[src/rtl/level_counter_multi_if.sv]
// Purpose: bundles the level inputs, controls and measurement results of level_counter_multi.
// Latency: none, wires only.
// Backpressure: none; every signal is sampled or driven every cycle.
interface level_counter_multi_if #(
    parameter int N_CH    = 4,
    parameter int COUNT_W = 8
);
    logic [N_CH-1:0]         lv_in;
    logic [N_CH-1:0]         clr;
    logic                    mode_sat;
    logic                    tick_out;
    logic [N_CH*COUNT_W-1:0] hold_count;
    logic [N_CH*COUNT_W-1:0] last_count;
    logic [N_CH-1:0]         done;
    logic [N_CH-1:0]         ovf;

    // Stimulus side: drives levels and controls, observes results.
    modport master (
        output lv_in, clr, mode_sat,
        input  tick_out, hold_count, last_count, done, ovf
    );

    // Counter side.
    modport slave (
        input  lv_in, clr, mode_sat,
        output tick_out, hold_count, last_count, done, ovf
    );
endinterface

[src/rtl/level_counter_multi.sv]
// Purpose: per-channel high-time measurement in prescaler ticks, with saturate/wrap and sticky overflow.
// Latency: lv_in reaches the counter after SYNC_STAGES cycles; done pulses 1 cycle after the synchronised fall.
// Backpressure: none; inputs are sampled every cycle and results are always valid.
module level_counter_multi #(
    parameter int N_CH        = 4,
    parameter int COUNT_W     = 8,
    parameter int TICK_DIV    = 50000000,
    parameter int SYNC_STAGES = 2
) (
    input  logic                  CLK100MHZ,
    input  logic                  reset,
    level_counter_multi_if.slave  bus
);

    localparam int                 PW       = (TICK_DIV > 1) ? $clog2(TICK_DIV) : 1;
    localparam logic [PW-1:0]      PRE_LAST = PW'(TICK_DIV - 1);
    localparam logic [COUNT_W-1:0] CNT_MAX  = '1;

    logic [PW-1:0]           pre_q;
    logic                    tick_q;
    logic [N_CH-1:0]         sync_q [SYNC_STAGES];
    logic [N_CH-1:0]         lv_d_q;
    logic [N_CH-1:0]         lv_s;
    logic [N_CH-1:0]         rise;
    logic [N_CH-1:0]         fall;
    logic [N_CH*COUNT_W-1:0] cnt_q;
    logic [N_CH*COUNT_W-1:0] last_q;
    logic [N_CH-1:0]         done_q;
    logic [N_CH-1:0]         ovf_q;

    // Free-running prescaler; the tick is registered so it is low in reset even when TICK_DIV is 1.
    always_ff @(posedge CLK100MHZ or negedge reset) begin
        if (!reset) begin
            pre_q  <= '0;
            tick_q <= 1'b0;
        end else begin
            tick_q <= (pre_q == PRE_LAST);
            pre_q  <= (pre_q == PRE_LAST) ? '0 : pre_q + PW'(1);
        end
    end

    // Synchroniser chain plus one delay flop for edge detection.
    always_ff @(posedge CLK100MHZ or negedge reset) begin
        if (!reset) begin
            for (int k = 0; k < SYNC_STAGES; k++) begin
                sync_q[k] <= '0;
            end
            lv_d_q <= '0;
        end else begin
            sync_q[0] <= bus.lv_in;
            for (int k = 1; k < SYNC_STAGES; k++) begin
                sync_q[k] <= sync_q[k-1];
            end
            lv_d_q <= lv_s;
        end
    end

    assign lv_s = sync_q[SYNC_STAGES-1];
    assign rise = lv_s & ~lv_d_q;
    assign fall = ~lv_s & lv_d_q;

    // Per-channel measurement: clear beats fall beats rise beats tick counting.
    always_ff @(posedge CLK100MHZ or negedge reset) begin
        if (!reset) begin
            cnt_q  <= '0;
            last_q <= '0;
            done_q <= '0;
            ovf_q  <= '0;
        end else begin
            for (int i = 0; i < N_CH; i++) begin
                done_q[i] <= 1'b0;
                if (bus.clr[i]) begin
                    cnt_q[i*COUNT_W +: COUNT_W]  <= '0;
                    last_q[i*COUNT_W +: COUNT_W] <= '0;
                    ovf_q[i]                     <= 1'b0;
                end else if (fall[i]) begin
                    last_q[i*COUNT_W +: COUNT_W] <= cnt_q[i*COUNT_W +: COUNT_W];
                    cnt_q[i*COUNT_W +: COUNT_W]  <= '0;
                    done_q[i]                    <= 1'b1;
                end else if (rise[i]) begin
                    cnt_q[i*COUNT_W +: COUNT_W] <= '0;
                end else if (lv_s[i] && tick_q) begin
                    if (cnt_q[i*COUNT_W +: COUNT_W] != CNT_MAX) begin
                        cnt_q[i*COUNT_W +: COUNT_W] <= cnt_q[i*COUNT_W +: COUNT_W] + COUNT_W'(1);
                    end else begin
                        // At max: saturate holds the value, wrap restarts from zero.
                        if (!bus.mode_sat) begin
                            cnt_q[i*COUNT_W +: COUNT_W] <= '0;
                        end
                        ovf_q[i] <= 1'b1;
                    end
                end
            end
        end
    end

    assign bus.tick_out   = tick_q;
    assign bus.hold_count = cnt_q;
    assign bus.last_count = last_q;
    assign bus.done       = done_q;
    assign bus.ovf        = ovf_q;

endmodule

[src/flat_wrapper.sv]
// flat-port wrapper written by rule: the top's interface ports become plain ports
module level_counter_multi_flat 
#(
    parameter int N_CH        = 4,
    parameter int COUNT_W     = 8,
    parameter int TICK_DIV    = 50000000,
    parameter int SYNC_STAGES = 2
)
  (CLK100MHZ, reset, bus_lv_in, bus_clr, bus_mode_sat, bus_tick_out, bus_hold_count, bus_last_count, bus_done, bus_ovf);
  level_counter_multi_if #(.N_CH(N_CH), .COUNT_W(COUNT_W)) bus_i ();
  input  logic CLK100MHZ;
  input  logic reset;
  input wire logic [$bits(bus_i.lv_in)-1:0] bus_lv_in;
  input wire logic [$bits(bus_i.clr)-1:0] bus_clr;
  input wire logic [$bits(bus_i.mode_sat)-1:0] bus_mode_sat;
  output wire logic [$bits(bus_i.tick_out)-1:0] bus_tick_out;
  output wire logic [$bits(bus_i.hold_count)-1:0] bus_hold_count;
  output wire logic [$bits(bus_i.last_count)-1:0] bus_last_count;
  output wire logic [$bits(bus_i.done)-1:0] bus_done;
  output wire logic [$bits(bus_i.ovf)-1:0] bus_ovf;
  assign bus_i.lv_in = bus_lv_in;
  assign bus_i.clr = bus_clr;
  assign bus_i.mode_sat = bus_mode_sat;
  assign bus_tick_out = bus_i.tick_out;
  assign bus_hold_count = bus_i.hold_count;
  assign bus_last_count = bus_i.last_count;
  assign bus_done = bus_i.done;
  assign bus_ovf = bus_i.ovf;
  level_counter_multi #(.N_CH(N_CH), .COUNT_W(COUNT_W), .TICK_DIV(TICK_DIV), .SYNC_STAGES(SYNC_STAGES)) u_core (.CLK100MHZ(CLK100MHZ), .reset(reset), .bus(bus_i));
endmodule
[config.mk]
export PLATFORM = sky130hd
export DESIGN_NAME = level_counter_multi_flat
export DESIGN_NICKNAME = d
export VERILOG_FILES = /design/src/rtl/level_counter_multi_if.sv /design/src/rtl/level_counter_multi.sv /design/src/flat_wrapper.sv
export SDC_FILE = /design/constraint.sdc
export NUM_CORES = 1
export LEC_CHECK = 0
export CAP_MARGIN = 10
export CORE_ASPECT_RATIO = 0.75
export CORE_MARGIN = 2
export CORE_UTILIZATION = 48
export CTS_BUF_LIST = sky130_fd_sc_hd__clkbuf_16
export CTS_CLUSTER_DIAMETER = 120
export CTS_CLUSTER_SIZE = 28
export DETAILED_ROUTE_END_ITERATION = 7
export HOLD_SLACK_MARGIN = 0.02
export PLACE_DENSITY_LB_ADDON = 0.15
export SLEW_MARGIN = 20
export SYNTH_ARGS = -nofsm -noshare
export SYNTH_HDL_FRONTEND = slang
export SYNTH_SLANG_ARGS = --single-unit
[constraint.sdc]
create_clock -name CLK100MHZ -period 2 [get_ports CLK100MHZ]
set_input_delay 0.2 -clock CLK100MHZ [delete_from_list [all_inputs] [get_ports CLK100MHZ]]
set_output_delay 0.2 -clock CLK100MHZ [all_outputs]
set_load 0.01 [all_outputs]
==> results.cfg <==
[outcome]
status = completed

[final_layout]
final_util_pct = 65.8
area_growth_pct = 31.8
instances_no_fill = 763
final_net_count = 646
layout_common_cells = 111 x dfrtp_1, 82 x clkdlybuf4s50_1, 50 x nor2_1, 47 x buf_4, 32 x mux2i_1
n_antenna_cell = 0
layout_commonest_cell = dfrtp_1
layout-drive-gt1-share_pct = 12.4

[worst_setup_path]
startpoint_type = register
crit_fanout = 11
critPathKind = register to register
max_stage_delay_ns = 0.50
end_kind = register
cp.required_ns = 2.27
worst_ep_arrival_time_ns = 2.18
critPathBufInv = 1
cp_top_family = simple AND/OR/NAND/NOR gates
r2r_slack_ns = 0.09
cpMaxStageDelayCell = or4_1
path_cells = ha_1 -> nand3_1 -> nor4_2 -> buf_4 -> or4_1 -> a21oi_1

[detailed_routing]
drt-initial-drc-count = 264
num_vias = 4378
drc_errors = 0
via_per_inst = 5.74
postRouteAntennaNets = 0
drt-total-wl_mm = 12.2
post_drt_wl_per_cell_um = 16.0
drt_pass1_iterations = 5

[grt]
met1_usage_pct = 30.6
first_global_vias = 4137
grt_busiest_layer = met2
grt_pass1_wl_mm = 20.3
gr-usage-met2_pct = 32.8
grt_max_degree = 47
gr-usage-met3_pct = 5.41
grt_usage_pct = 21.4
grt_antenna_before_repair = 0
grt_overflow_total = 0

[synth]
synth_top_area_cell = dfrtp_1
synthAdderAreaFrac_pct = 3.12
avgSynthCellArea_um2 = 10.4
synth_cell_types = 42
synthSimpleGateAreaFrac_pct = 19.9
synth_mux_area_share_pct = 6.14
synth-xor-area-share_pct = 2.35
synthesis.nets = 526
synth_compound_area_share_pct = 11.9
async_flop_share_pct = 100
ys_seq_elements = 111
syn_area_um2 = 5220
synth_top_family_by_area = simple AND/OR/NAND/NOR gates
synth-edff-count = 0
synthTopCellsByArea = dfrtp_1 53%, mux2i_1 6.1%, nor2_1 3.6%
synth-seq-area-share_pct = 53.2
postSynthCellCount = 502
yosysWarningCount = 0
ys_dominant_reg_cell = dfrtp_1
netlist.area_leader.share_pct = 53.2

[timing]
max_freq_ghz = 0.524
layout_min_cycle_time_ns = 1.91
grt_setup_unrepaired = yes
relSlewSlack_pct = 67.3
setup-tns-final_ns = 0
finalHoldViolations = 0
finalMaxSlewViolations = 0
setup_viol = 0
period_share_pct = 95.4
worstMarginPinSlew_ns = 0.490
whs_ns = 0.284
skew_ns = 0.00471

[floorplanning]
start_util_pct = 49.9
die_w_um = 124
rows = 32
die-area_um2 = 11700
io_pins = 84
dieHeight_um = 94.3
core_region_area_um2 = 10500

[power]
peakVddDrop_v = 0.000558
p_per_area_nw_per_um2 = 680
p_total_mw = 4.67
power.leakage_nw = 2.94

[place]
io_buffers = 83
hpwl_mm = 8.68
routabilityCongestion = 0.905
place_inst = 740

[clock_network]
htreeDepth = 3
clockBufferDepth = 2
clock-sinks = 111
clk_pin_slew_ns = 0.07
cts_buffers = 9
insertion_delay_ns = 0.35
cts-root-buf = clkbuf_16
tritoncts = yes

[flow_run]
max_cap_violations = 0

[min_path]
hold_class = input pin to register
==> state kept, by name, indices dropped and copies added, names as in the netlist <==
| signal | count |
|---|---|
| u_core.bus.done | 4 |
| u_core.bus.hold_count | 32 |
| u_core.bus.last_count | 32 |
| u_core.bus.ovf | 4 |
| u_core.bus.tick_out | 1 |
| u_core.lv_d_q | 4 |
| u_core.lv_s | 4 |
| u_core.pre_q | 26 |
| u_core.sync_q | 4 |
==> per-layer routing <==
layer | wire (um) | part of all wire, %
met5 | 0 | 0
met4 | 79 | 0.65
met3 | 694 | 5.7
met2 | 5440 | 45
met1 | 5950 | 49
==> what timing repair did <==
| action | in CTS | in global routing |
|---|---|---|
| hold endpoints to repair | 22 | 0 |
| hold buffers | 1 | 0 |
| buffers inserted | 0 | 5 |
| endpoints found under the setup margin | 0 | 16 |
| resized for setup | 0 | 8 |
==> stage by stage <==
stage | worst slack (ns) | instance area [um2]
after global placement | 0.0901 | 6450
after floorplan | 0.0659 | 5220
after global routing | -0.0139 | 6880
final | 0.0912 | 6880
after CTS | 0.0405 | 6800
after detailed placement | 0.0353 | 6450
==> cell type report <==
cell class              instances  area (um2)
clock buffers                   9         225
repair buffers                132        1210
clock inverters                 7         114
fillers                       764        3570
well taps                     136         170
flip-flops and latches        111        2780
inverters                      20        75.1
multi-input cells             348        2310
==> report_power, final <==
| group | leakage [nW] | internal (mW) | switching (mW) |
|---|---|---|---|
| registers | 1.50 | 2.28 | 0.0268 |
| clock network | 0.168 | 1.22 | 0.780 |
| logic | 1.28 | 0.161 | 0.209 |
| total | 2.94 | 3.66 | 1.02 |
==> cells in the mapped netlist, types with 4 or more instances <==
| master | number |
|---|---|
| a21oi_1 | 31 |
| and3_1 | 7 |
| and4_1 | 8 |
| buf_2 | 4 |
| clkbuf_1 | 18 |
| dfrtp_1 | 111 |
| ha_1 | 13 |
| inv_1 | 20 |
| mux2i_1 | 32 |
| nand2_1 | 27 |
| nand3_1 | 22 |
| nand4_1 | 10 |
| nor2_1 | 50 |
| nor2b_1 | 5 |
| nor3_1 | 8 |
| nor4_1 | 5 |
| o21ai_0 | 24 |
| o31ai_1 | 25 |
| o41ai_1 | 6 |
| or3_1 | 17 |
| or4_1 | 17 |
| xnor2_1 | 8 |
| xor2_1 | 6 |
==> worst paths after layout <==
kind | from | endpoint | cells past startpoint
setup / recovery | u_core.bus.hold_count[1]$_DFFE_PN0P_ | u_core.bus.hold_count[7]$_DFFE_PN0P_ | 6
hold / removal | bus_lv_in[1] | u_core.sync_q[5]$_DFF_PN0_ | 1
setup reg to reg | u_core.bus.hold_count[1]$_DFFE_PN0P_ | u_core.bus.hold_count[7]$_DFFE_PN0P_ | 6
hold reg to reg | u_core.sync_q[5]$_DFF_PN0_ | u_core.lv_s[1]$_DFF_PN0_ | 0
max in group asynchronous | reset | u_core.bus.last_count[20]$_DFFE_PN0P_ | 3
min in group asynchronous | reset | u_core.bus.last_count[31]$_DFFE_PN0P_ | 2
==> kinds of logic after synthesis <==
group	count (synthesis)
compound gates	99
xor+xnor	14
fa+ha+maj	13
simple gates	190
mux	32
flops	111
buf+inv	43
No activity file was read; power rests on OpenSTA's default activity.
